[config.mk]
export PLATFORM = sky130hd
export DESIGN_NAME = pc_fetch_unit
export DESIGN_NICKNAME = d
export VERILOG_FILES = /design/src/rtl/mips_pkg.sv /design/src/rtl/pc_next_mux.sv /design/src/rtl/pc_fetch_unit.sv
export SDC_FILE = /design/constraint.sdc
export NUM_CORES = 1
export LEC_CHECK = 0
export ABC_AREA = 1
export CAP_MARGIN = 25
export CORE_AREA = 10 10 156 158
export DETAILED_ROUTE_END_ITERATION = 10
export DIE_AREA = 0 0 166 168
export PLACE_DENSITY = 0.95
export SYNTH_ARGS = -nofsm -noshare
export SYNTH_HDL_FRONTEND = slang
export SYNTH_SLANG_ARGS = --single-unit
[constraint.sdc]
create_clock -name clk -period 3.9 [get_ports clk]
set_clock_uncertainty 0.2 [all_clocks]
set_input_delay 0.585 -clock clk [delete_from_list [all_inputs] [get_ports clk]]
set_output_delay 0.585 -clock clk [all_outputs]
set_load 0.005 [all_outputs]
[src/rtl/mips_pkg.sv]
// Shared definitions for the MIPS fetch path: reset constants, instruction-memory
// address width and the next-PC select encoding.
package mips_pkg;

   localparam logic [31:0] RESET_PC  = 32'h0000_0000;
   localparam logic [31:0] NOP_INSTR = 32'h0000_0000;
   localparam int          IM_AW     = 10;

   typedef enum logic [1:0] {
      SEL_SEQ = 2'd0,
      SEL_BR  = 2'd1,
      SEL_J   = 2'd2,
      SEL_JR  = 2'd3
   } pc_sel_e;

endpackage

[src/rtl/pc_next_mux.sv]
// Combinational next-PC selection: redirect priority (jr > jump > branch > pc+4),
// jump target concatenation, word-alignment forcing and misalignment detection.
module pc_next_mux
   import mips_pkg::*;
(
   input  logic [31:0] pc,
   input  logic [31:0] if_pc4,
   input  logic        br_taken,
   input  logic [31:0] br_target,
   input  logic        jump,
   input  logic [25:0] jump_index,
   input  logic        jr,
   input  logic [31:0] jr_target,
   output logic [31:0] next_pc,
   output logic        redirect,
   output logic        misalign
);

   pc_sel_e     sel;
   logic [31:0] raw_pc;

   always_comb begin
      sel    = SEL_SEQ;
      raw_pc = pc + 32'd4;
      if (jr) begin
         sel    = SEL_JR;
         raw_pc = jr_target;
      end else if (jump) begin
         sel    = SEL_J;
         raw_pc = {if_pc4[31:28], jump_index, 2'b00};
      end else if (br_taken) begin
         sel    = SEL_BR;
         raw_pc = br_target;
      end
      redirect = (sel != SEL_SEQ);
      misalign = redirect && (raw_pc[1:0] != 2'b00);
      // Fetch always continues from the word-aligned address.
      next_pc  = {raw_pc[31:2], 2'b00};
   end

endmodule

[src/rtl/pc_fetch_unit.sv]
// Instruction-fetch stage: PC register, instruction-memory addressing, IF/ID pipeline
// register, sticky misalignment flag and saturating fetch/stall counters.
module pc_fetch_unit #(
   parameter logic [31:0] RESET_PC  = mips_pkg::RESET_PC,
   parameter logic [31:0] NOP_INSTR = mips_pkg::NOP_INSTR,
   parameter int          CNT_W     = 32
) (
   input  logic                      clk,
   input  logic                      rst_n,
   input  logic                      stall,
   input  logic                      flush,
   input  logic                      br_taken,
   input  logic [31:0]               br_target,
   input  logic                      jump,
   input  logic [25:0]               jump_index,
   input  logic                      jr,
   input  logic [31:0]               jr_target,
   output logic                      im_rd,
   output logic [mips_pkg::IM_AW-1:0] im_addr,
   input  logic [31:0]               im_dout,
   output logic [31:0]               pc,
   output logic [31:0]               if_pc,
   output logic [31:0]               if_pc4,
   output logic [31:0]               if_instr,
   output logic                      if_valid,
   output logic                      pc_misalign,
   output logic [CNT_W-1:0]          fetch_cnt,
   output logic [CNT_W-1:0]          stall_cnt
);

   logic [31:0] next_pc;
   logic [31:0] pc_plus4;
   logic        redirect;
   logic        misalign;

   pc_next_mux u_next (
      .pc         (pc),
      .if_pc4     (if_pc4),
      .br_taken   (br_taken),
      .br_target  (br_target),
      .jump       (jump),
      .jump_index (jump_index),
      .jr         (jr),
      .jr_target  (jr_target),
      .next_pc    (next_pc),
      .redirect   (redirect),
      .misalign   (misalign)
   );

   assign pc_plus4 = pc + 32'd4;
   // Only the 4 KiB window is decoded; upper PC bits alias.
   assign im_addr  = pc[mips_pkg::IM_AW+1:2];
   // Read is enabled from the first cycle after release so RESET_PC is fetched at once.
   assign im_rd    = rst_n;

   always_ff @(posedge clk or negedge rst_n) begin
      if (!rst_n) begin
         pc          <= RESET_PC;
         if_pc       <= '0;
         if_pc4      <= '0;
         if_instr    <= NOP_INSTR;
         if_valid    <= 1'b0;
         pc_misalign <= 1'b0;
         fetch_cnt   <= '0;
         stall_cnt   <= '0;
      end else begin
         if (misalign)
            pc_misalign <= 1'b1;
         if (flush || redirect) begin
            pc       <= next_pc;
            if_instr <= NOP_INSTR;
            if_valid <= 1'b0;
         end else if (stall) begin
            if (stall_cnt != '1)
               stall_cnt <= stall_cnt + CNT_W'(1);
         end else begin
            pc       <= pc_plus4;
            if_instr <= im_dout;
            if_pc    <= pc;
            if_pc4   <= pc_plus4;
            if_valid <= 1'b1;
            if (fetch_cnt != '1)
               fetch_cnt <= fetch_cnt + CNT_W'(1);
         end
      end
   end

endmodule

==> flow_metrics.tcl, run 1 <==
set metrics [dict create \
    finalCoreUtilization 0.680 \
    start_util 0.495 \
    timing.final.crit_share 0.813 \
    synth_cell_types 39 \
    num-nets-final 1887 \
    grt_setup_unrepaired "false" \
    holdPathEnd "if_pc[10]$_DFFE_PN0P_" \
    cts.sinks 188 \
    cp.arrival_ns 3.34 \
    synthTopCellsByArea "dfrtp_1 44%, nand2_1 21%, nor2_1 5.3%" \
    gr-usage-all-layers 0.266 \
    place.gp.congestion 0.924 \
    seq_area_frac_synth 0.444 \
    syn_avg_cell_area_um2 7.25 \
    cts_made_buffers 17 \
    cts.clk_slew.worst_paths_ns 0.08 \
    synth.cell_area_um2 10600 \
    htreeDepth 4 \
    hp-class "flip-flop to flip-flop" \
    rr_worst_depth 8 \
    grt_pass1_vias 11200 \
    drv_cap 0 \
    portBuffers 327 \
    drive_gt1_frac 0.0368 \
    path_class "input port to flip-flop" \
    synthCells 1463 \
    powerDensity_nw_per_um2 388 \
    hp-start "if_pc[10]$_DFFE_PN0P_" \
    grt-ovfl-total 0 \
    num_rows 54 \
    cts_tree "yes" \
    slew_violations 0 \
    async_flop_share 1.00 \
    timing.slew.headroom 0.346 \
    worstMarginPinSlew_ns 0.979 \
    ys.flop_type "dfrtp_1" \
    critPathCaptureType "flip-flop" \
    drt-total-wl_um 38100 \
    r2r-end "stall_cnt[6]$_DFFE_PN0P_" \
    synth_edf_count 0 \
    synth_top_area_frac 0.444 \
    clock_latency_ns 0.44 \
    die_y_um 168 \
    critPathLaunchType "input port" \
    die_area_um2 27900 \
    p_leak_nw 6.58 \
    max_freq_ghz 0.316 \
    ant_nets 0 \
    tns_ns 0 \
    die_x_um 166 \
    clock_path_buffers 2 \
    drc_errors 0 \
    antenna_found_initial 1 \
    drt-pass1-iter-count 5 \
    vdd_drop_max_mv 0.253 \
    vias 11000 \
    cp.required_ns 4.07 \
    wl_per_cell_um 18.6 \
    hpwlAfterDp_um 29400 \
    setup_viol 0 \
    dr.first_iter.drc_count 913 \
    ys_ff_latch 188 \
    holdPathStages 2 \
    cts-root-buf "clkbuf_16" \
    r2r_setup_slack_ns 1.13 \
    path_max_fanout 33 \
    outcome "finished clean" \
    synth_area_leader_cell "dfrtp_1" \
    core_area_um2 21400 \
    r2r-start "stall_cnt[0]$_DFFE_PN0P_" \
    syn2layout_area_growth_pct 37.4 \
    grt_max_degree 89 \
    io_pins 334 \
    grt_pass1_wl_um 60500 \
    synth_warnings 0 \
    hold_violations 0 \
    period_minus_slack_ns 3.17 \
    vias_per_cell 5.38 \
]
sequential cells by signal, indices dropped and copies added, names as in the netlist:
signal       count
fetch_cnt       32
if_instr        32
if_pc           30
if_pc4          30
if_valid         1
pc              30
pc_misalign      1
stall_cnt       32
layout make-up:
| type | count | area (µm²) |
|---|---|---|
| Antenna cell | 1 | 2.50 |
| Sequential cell | 188 | 4700 |
| Multi-Input combinational cell | 1101 | 5130 |
| Fill cell | 1758 | 6850 |
| Clock inverter | 13 | 149 |
| Clock buffer | 19 | 443 |
| Timing Repair Buffer | 339 | 3380 |
| Tap cell | 280 | 350 |
| Inverter | 108 | 405 |
worst max-delay path: stages:
cell             delay [ns]
clkdlybuf4s50_1        0.49
nor2_4                 0.17
nand3b_4               0.37
nor2_4                 0.46
inv_2                  0.28
a21oi_4                0.68
o21ai_0                0.19
nand2_1                0.10
stage by stage:
step / instances / hold WS, ns / setup slack (ns) / power, mW / instance area (µm²)
after CTS: 2047 / 0.282 / 0.719 / 5.69 / 14500
after global placement: 2014 / 0.255 / 0.365 / 3.89 / 13900
after global routing: 2049 / 0.306 / 0.421 / 5.94 / 14600
after floorplan: 1468 / 0.0894 / 1.93 / 2.98 / 10600
after detailed placement: 2014 / 0.264 / 0.268 / 3.94 / 13900
final: 2049 / 0.283 / 0.731 / 5.66 / 14600
layout by cell type, fill, tap and decap left out, drive strengths merged, types with 2 or more instances in the layout:
| master | count |
|---|---|
| buf | 11 |
| dfrtp | 188 |
| nand3b | 12 |
| clkdlybuf4s50 | 326 |
| clkbuf | 20 |
| conb | 6 |
| a221oi | 22 |
| nand2 | 597 |
| o21ai | 99 |
| xnor2 | 17 |
| nor3 | 25 |
| nand3 | 52 |
| a22o | 32 |
| a22oi | 4 |
| nor2 | 159 |
| a21oi | 28 |
| or2 | 2 |
| inv | 115 |
| nand4 | 5 |
| clkinv | 6 |
| xor2 | 26 |
| ha | 3 |
| o211ai | 6 |
synthesized netlist by cell type, types with 8 or more instances:
cell type / number
nand2_1: 596
dfrtp_1: 188
nor2_1: 151
inv_1: 104
o21ai_0: 91
nand3_1: 51
a22o_1: 32
a21oi_1: 26
xor2_1: 26
buf_2: 24
nor3_1: 24
a221oi_1: 22
clkbuf_1: 22
buf_4: 20
xnor2_1: 17
nand3b_1: 11
o21ai_1: 8
what timing repair did:
item                      4_1_cts  5_1_grt
gates resized for setup         0        0
buffers inserted                0        0
hold buffers                    1        0
hold endpoints to repair       41        0
logic make-up (layout without fill, tap and decap cells):
family / count (synthesis) / count (layout) / share of synthesized area
DFF: 188 / 188 / 0.444
and+or+nand+nor: 853 / 853 / 0.325
buffers and inverters: 179 / 479 / 0.0747
other: 1 / 7 / 0.000354
adders and majority gates: 3 / 3 / 0.00354
AOI/OAI and AO/OA: 196 / 196 / 0.117
xor gates and xnor gates: 43 / 43 / 0.0355
how the worst max path moves through the flow:
stage / from / endpoint / slack, ns / depth (start not counted)
3_5_place_dp: br_taken / stall_cnt[26]$_DFFE_PN0P_ / 0.27 / 8
4_1_cts: br_taken / stall_cnt[26]$_DFFE_PN0P_ / 0.72 / 8
6_report: br_taken / stall_cnt[26]$_DFFE_PN0P_ / 0.73 / 8
5_1_grt: br_taken / stall_cnt[26]$_DFFE_PN0P_ / 0.42 / 8
3_3_place_gp: br_taken / stall_cnt[26]$_DFFE_PN0P_ / 0.37 / 8
2_1_floorplan: fetch_cnt[0]$_DFFE_PN0P_ / fetch_cnt[6]$_DFFE_PN0P_ / 1.93 / 9
power breakdown:
group	internal, mW	total [mW]	switching [mW]
registers	2.20	2.47	0.264
logic	0.776	1.44	0.669
clock network	0.880	1.75	0.868
metal layers:
metal / share of wire / up-vias / wire (µm) / track usage
met5: 0 / - / 0 / 0
met4: 0.037 / 0 / 1400 / 0.104
met3: 0.093 / 80 / 3540 / 0.0806
met2: 0.47 / 512 / 18100 / 0.446
met1: 0.40 / 5181 / 15100 / 0.313
li1: - / 5242 / - / -
(Power assumes the default switching activity.)
==> inputs of run 2 (changes only) <==
Settings changed: CORE_AREA 10 10 156 158 to 10 10 169 171, DIE_AREA 0 0 166 168 to 0 0 179 181, PLACE_DENSITY 0.95 to 0.88.
Clock period 3.9 ns to 2.9 ns, I/O delays scaled along.
==> run 2 against run 1 <==
Effect of this change: global-route usage down 2.9 points; die area is 16% higher; sequential share of layout area shrank 0.45 points; highest routed layer is now met5; utilization down 9.0 points; setup slack got worse by 0.25 ns; worst hold slack got worse by 0.0031 ns; count of clock-buffer cells in the layout fell by 2; largest power group unchanged; largest cell class unchanged; critical endpoint is now pc[18]$_DFFE_PN0N_.
==> flow_metrics.tcl, run 2 (synthesis gave the netlist of run 1 again) <==
set metrics [dict create \
    core_area_um2 25000 \
    dr.first_iter.drc_count 945 \
    crit_start "pc[3]$_DFFE_PN0N_" \
    cts.sinks 188 \
    tns_ns 0 \
    clock_path_buffers 2 \
    layout.cells.most_common "nand2_1" \
    vias_per_cell 5.29 \
    drt-total-wl_um 39700 \
    place_ws_ns 0.378 \
    htreeDepth 4 \
    grt_setup_unrepaired "false" \
    hpwlAfterDp_um 30700 \
    r2r-start "pc[3]$_DFFE_PN0N_" \
    clock_latency_ns 0.43 \
    grt_pass1_wl_um 61000 \
    crit_chain "ha_1 -> inv_1 -> nor2_1 -> nand2_1 -> nor2_1 -> xor2_1 -> nand2_1 -> nand2_1 -> nand2_1 -> nand2_1" \
    timing.final.ws_setup_ns 0.479 \
    grt_max_degree 135 \
    timing.final.crit_share 0.835 \
    portBuffers 327 \
    die_y_um 181 \
    rr_worst_depth 10 \
    die_x_um 179 \
    die_area_um2 32400 \
    cts.clk_slew.worst_paths_ns 0.08 \
    crit_cells 10 \
    vias 11200 \
    p_leak_nw 6.66 \
    crit_path_end "pc[18]$_DFFE_PN0N_" \
    layoutNonFillerInstCount 2112 \
    cts_tree "yes" \
    critPathSlowestCell "dfrtp_1" \
    cts-root-buf "clkbuf_16" \
    grt_pass1_vias 10900 \
    critPathLaunchType "flip-flop" \
    hold_violations 0 \
    mostFrequentLayoutCells "596 x nand2_1, 326 x clkdlybuf4s50_1, 188 x dfrtp_1" \
    r2r-end "pc[18]$_DFFE_PN0N_" \
    critPathBufInv 1 \
    drv_cap 0 \
    num_rows 58 \
    timing.slew.headroom 0.477 \
    dp.cells 2079 \
    busiest_layer "met2" \
    r2r_setup_slack_ns 0.48 \
    crit_family "simple AND/OR/NAND/NOR gates" \
    wl_per_cell_um 18.8 \
    cts.repair.resized 0 \
    path_max_fanout 7 \
    num-nets-final 1901 \
    drc_errors 0 \
    cp.required_ns 3.06 \
    worstMarginPinSlew_ns 0.785 \
    start_util 0.423 \
    ant_nets 0 \
    reg_top3 "fetch_cnt x32, if_instr x32, stall_cnt x32" \
    critPathCaptureType "flip-flop" \
    gr-usage-met1 0.288 \
    antenna_cells 0 \
    drive_gt1_frac 0.0449 \
    place.gp.congestion 0.976 \
    hp-class "flip-flop to flip-flop" \
    outcome "finished clean" \
    setup_viol 0 \
    powerDensity_nw_per_um2 520 \
    met2_usage 0.397 \
    grt-ovfl-total 0 \
    drt-pass1-iter-count 5 \
    vdd_drop_max_mv 0.376 \
    final_area_um2 14800 \
    slowest_delay_ns 0.47 \
    path_class "flip-flop to flip-flop" \
    placed_cell_area_um2 14200 \
    syn2layout_area_growth_pct 39.3 \
    path_common_cell "nand2_1" \
    slew_violations 0 \
    met3_usage 0.0638 \
    max_freq_ghz 0.413 \
    io_pins 334 \
    antenna_found_initial 1 \
    period_minus_slack_ns 2.42 \
    gr-usage-all-layers 0.237 \
    cp.arrival_ns 2.59 \
    cts_made_buffers 17 \
]
## run 2: cell types whose count changed in the layout (fill, tap and decap cells not counted), sizes merged
cell,change
clkbuf,-2
buf,+14
inv,-1
diode,-1
clkinvlp,+1
clkinv,+1
bufinv,+1
## run 2: metrics by stage
stage / total power, mW / utilization / hold slack, ns
3_5_place_dp: 5.33 / 0.565 / 0.263
5_1_grt: 8.08 / 0.590 / 0.298
2_1_floorplan: 4.00 / - / -0.0606
3_3_place_gp: 5.27 / 0.565 / 0.254
4_1_cts: 7.74 / 0.590 / 0.282
6_report: 7.69 / 0.590 / 0.280
## run 2: worst register-to-register path, stage by stage (launching register included)
cell and delay [ns]:
dfrtp_1 0.47, ha_1 0.26, inv_1 0.07, nor2_1 0.38, nand2_1 0.23, nor2_1 0.23
xor2_1 0.27, nand2_1 0.08, nand2_1 0.07, nand2_1 0.05, nand2_1 0.05
## run 2: power by group
group          switching [mW]  internal (mW)
registers               0.345           2.96
logic                   0.922           1.05
clock network            1.17           1.24
total                    2.43           5.25
## run 2: worst min-delay path by stage
stage | end | cells past startpoint | startpoint | slack [ns]
floorplan | fetch_cnt[0]$_DFFE_PN0P_ | 0 | rst_n | -0.06
global placement | if_pc4[4]$_DFFE_PN0P_ | 2 | if_pc4[4]$_DFFE_PN0P_ | 0.25
detailed placement | if_pc[11]$_DFFE_PN0P_ | 2 | if_pc[11]$_DFFE_PN0P_ | 0.26
CTS | if_pc[11]$_DFFE_PN0P_ | 2 | if_pc[11]$_DFFE_PN0P_ | 0.28
global route | if_pc[6]$_DFFE_PN0P_ | 2 | if_pc[6]$_DFFE_PN0P_ | 0.30
finish | if_pc[11]$_DFFE_PN0P_ | 2 | if_pc[11]$_DFFE_PN0P_ | 0.28
## run 2: per-layer routing
layer	part of all wire	up-vias
met3	0.092	56
met5	0.00043	-
li1	-	5277
met2	0.48	523
met1	0.40	5318
met4	0.023	2
## run 2: area by class of cell
| cell class | count | area [µm²] |
|---|---|---|
| well taps | 330 | 413 |
| repair buffers | 353 | 3510 |
| multi-input cells | 1101 | 5130 |
| inverters | 108 | 405 |
| fillers | 2244 | 10300 |
| clock buffers | 17 | 425 |
| flip-flops and latches | 188 | 4700 |
| clock inverters | 15 | 181 |
## run 2: repair_timing
| item | 4_1_cts | 5_1_grt |
|---|---|---|
| endpoints found under the hold margin | 100 | 0 |
| hold buffers | 1 | 0 |
| setup buffers | 0 | 0 |
==> inputs of run 3 (changes only) <==
Settings changed: CORE_AREA 10 10 169 171 to 10 10 162 164, DIE_AREA 0 0 179 181 to 0 0 172 174, PLACE_DENSITY 0.88 to 0.91.
Clock period 2.9 ns to 2.3 ns, I/O delays scaled along.
==> run 3 against run 2 <==
Effect of this change: non-clock buffer count grew 24; final cell count is 0.62% lower; wire length down 1.6%; register-to-register slack got worse by 0.34 ns; design area is 1.4% higher; setup slack worse by 0.34 ns; critical path depth unchanged; clock power is 24% higher; combinational power is 31% higher; global-route usage is 1.9 points higher; maximum frequency up 12%; first-iteration DRC count grew 13%; critical path type unchanged; critical endpoint is now stall_cnt[2]$_DFFE_PN0P_.
==> flow_metrics.tcl, run 3 (synthesis gave the netlist of run 1 again) <==
set metrics [dict create \
    worstMarginPinSlew_ns 1.04 \
    n_fill_cell 1921 \
    hold_violations 0 \
    grt_pass1_vias 11000 \
    mostFrequentLayoutCells "595 x nand2_1, 326 x clkdlybuf4s50_1, 188 x dfrtp_1" \
    wl_per_cell_um 18.6 \
    antenna_found_initial 4 \
    path_common_cell "nand2_1" \
    vias_per_cell 5.32 \
    dr.first_iter.drc_count 1070 \
    place_ws_ns -0.0319 \
    drv_cap 0 \
    seq_area_um2 4700 \
    drt-pass1-iter-count 6 \
    multi_input_area_um2 5140 \
    crit_family "simple AND/OR/NAND/NOR gates" \
    rr_worst_depth 10 \
    critPathCaptureType "flip-flop" \
    timing.final.crit_share 0.938 \
    hpwlAfterDp_um 30300 \
    power.total_mw 9.71 \
    grt_pass1_wl_um 60600 \
    gr-usage-all-layers 0.256 \
    cp.arrival_ns 2.30 \
    drc_errors 0 \
    vias 11200 \
    grt_setup_unrepaired "false" \
    timing.slew.headroom 0.307 \
    cts-root-buf "clkbuf_16" \
    place.gp.congestion 0.972 \
    holdPathStages 2 \
    crit_chain "ha_1 -> nand3_2 -> inv_2 -> nand2_2 -> nor2_2 -> nand2_1 -> nand2_1 -> buf_12 -> nand2_1 -> o21ai_0" \
    io_pins 334 \
    clock_path_buffers 2 \
    outcome "finished clean" \
    powerDensity_nw_per_um2 648 \
    post_cts_buffers 0 \
    reg_top3 "fetch_cnt x32, if_instr x32, stall_cnt x32" \
    vdd_drop_max_mv 0.475 \
    max_freq_ghz 0.463 \
    syn2layout_area_growth_pct 41.4 \
    num-nets-final 1925 \
    layout.cells.most_common "nand2_1" \
    timing.final.ws_setup_ns 0.142 \
    path_class "flip-flop to flip-flop" \
    cp.required_ns 2.45 \
    p_leak_nw 6.79 \
    core_area_um2 23100 \
    drt-total-wl_um 39000 \
    cts.clk_slew.worst_paths_ns 0.09 \
    setup_viol 0 \
    period_minus_slack_ns 2.16 \
    drive_gt1_frac 0.0592 \
    grt-ovfl-total 0 \
    start_util 0.458 \
    cts_made_buffers 17 \
    critPathSlowestCell "dfrtp_1" \
    ant_nets 0 \
    crit_cells 10 \
    die_x_um 172 \
    hp-class "flip-flop to flip-flop" \
    layoutNonFillerInstCount 2099 \
    slew_violations 0 \
    grt_max_degree 189 \
    cts_tree "yes" \
    num_rows 56 \
    critPathLaunchType "flip-flop" \
    cts.sinks 188 \
    die_y_um 174 \
    slowest_delay_ns 0.46 \
    die_area_um2 29900 \
    path_max_fanout 29 \
    htreeDepth 4 \
    finalCoreUtilization 0.648 \
    critPathBufInv 2 \
    dp.cells 2063 \
    portBuffers 327 \
    clock_latency_ns 0.45 \
]
[run 3: cell count changes in the layout (fill, tap and decap cells not counted), moves of 3 or more]
cell	previous run	this run
diode_2	0	3
clkinv_4	4	1
buf_4	22	40
buf_12	3	9
[run 3: area by class of cell]
type,instances,area share
multi-input cells,1101,0.343
flip-flops and latches,188,0.314
repair buffers,377,0.251
clock buffers,17,0.0284
inverters,108,0.0271
well taps,290,0.0242
clock inverters,15,0.0113
diodes,3,0.000501
[run 3: final timing paths]
path,start,to,slack (ns)
max,stall_cnt[0]$_DFFE_PN0P_,stall_cnt[2]$_DFFE_PN0P_,0.14
min,if_pc4[5]$_DFFE_PN0P_,if_pc4[5]$_DFFE_PN0P_,0.29
max reg2reg,stall_cnt[0]$_DFFE_PN0P_,stall_cnt[2]$_DFFE_PN0P_,0.14
min reg2reg,if_pc4[5]$_DFFE_PN0P_,if_pc4[5]$_DFFE_PN0P_,0.29
max in group asynchronous,rst_n,fetch_cnt[8]$_DFFE_PN0P_,0.66
min in group asynchronous,rst_n,if_pc[5]$_DFFE_PN0P_,0.44
[run 3: power breakdown]
group | switching, mW | internal, mW | leakage (nW) | total (mW)
Sequential | 0.404 | 3.74 | 2.42 | 4.14
Clock | 1.51 | 1.47 | 0.284 | 2.98
Combinational | 1.21 | 1.38 | 4.09 | 2.59
Total | 3.13 | 6.59 | 6.79 | 9.71
[run 3: what timing repair did]
| action | 4_1_cts | 5_1_grt |
|---|---|---|
| resized for setup | 0 | 3 |
| hold buffers | 1 | 0 |
| endpoints found under the hold margin | 15 | 0 |
| endpoints found under the setup margin | 0 | 33 |
[run 3: stage by stage]
stage	TNS, ns	hold WS (ns)	area, µm²
2_1_floorplan	0	-0.151	10600
3_3_place_gp	0	0.255	14400
3_5_place_dp	-0.144	0.259	14400
4_1_cts	0	0.286	15000
5_1_grt	0	0.295	15000
6_report	0	0.287	15000
[run 3: per-layer routing]
layer	wire length (µm)	up-vias	track usage
met5	0	-	0
met4	1450	0	0.110
met3	4140	76	0.0761
li1	-	5329	-
met1	15200	5216	0.310
met2	18200	538	0.414
[run 3: tightest hold or removal path, delay by kind of cell (launching register included)]
family	cells	cell delay, ns
simple gates	2	0.11
flops	1	0.36
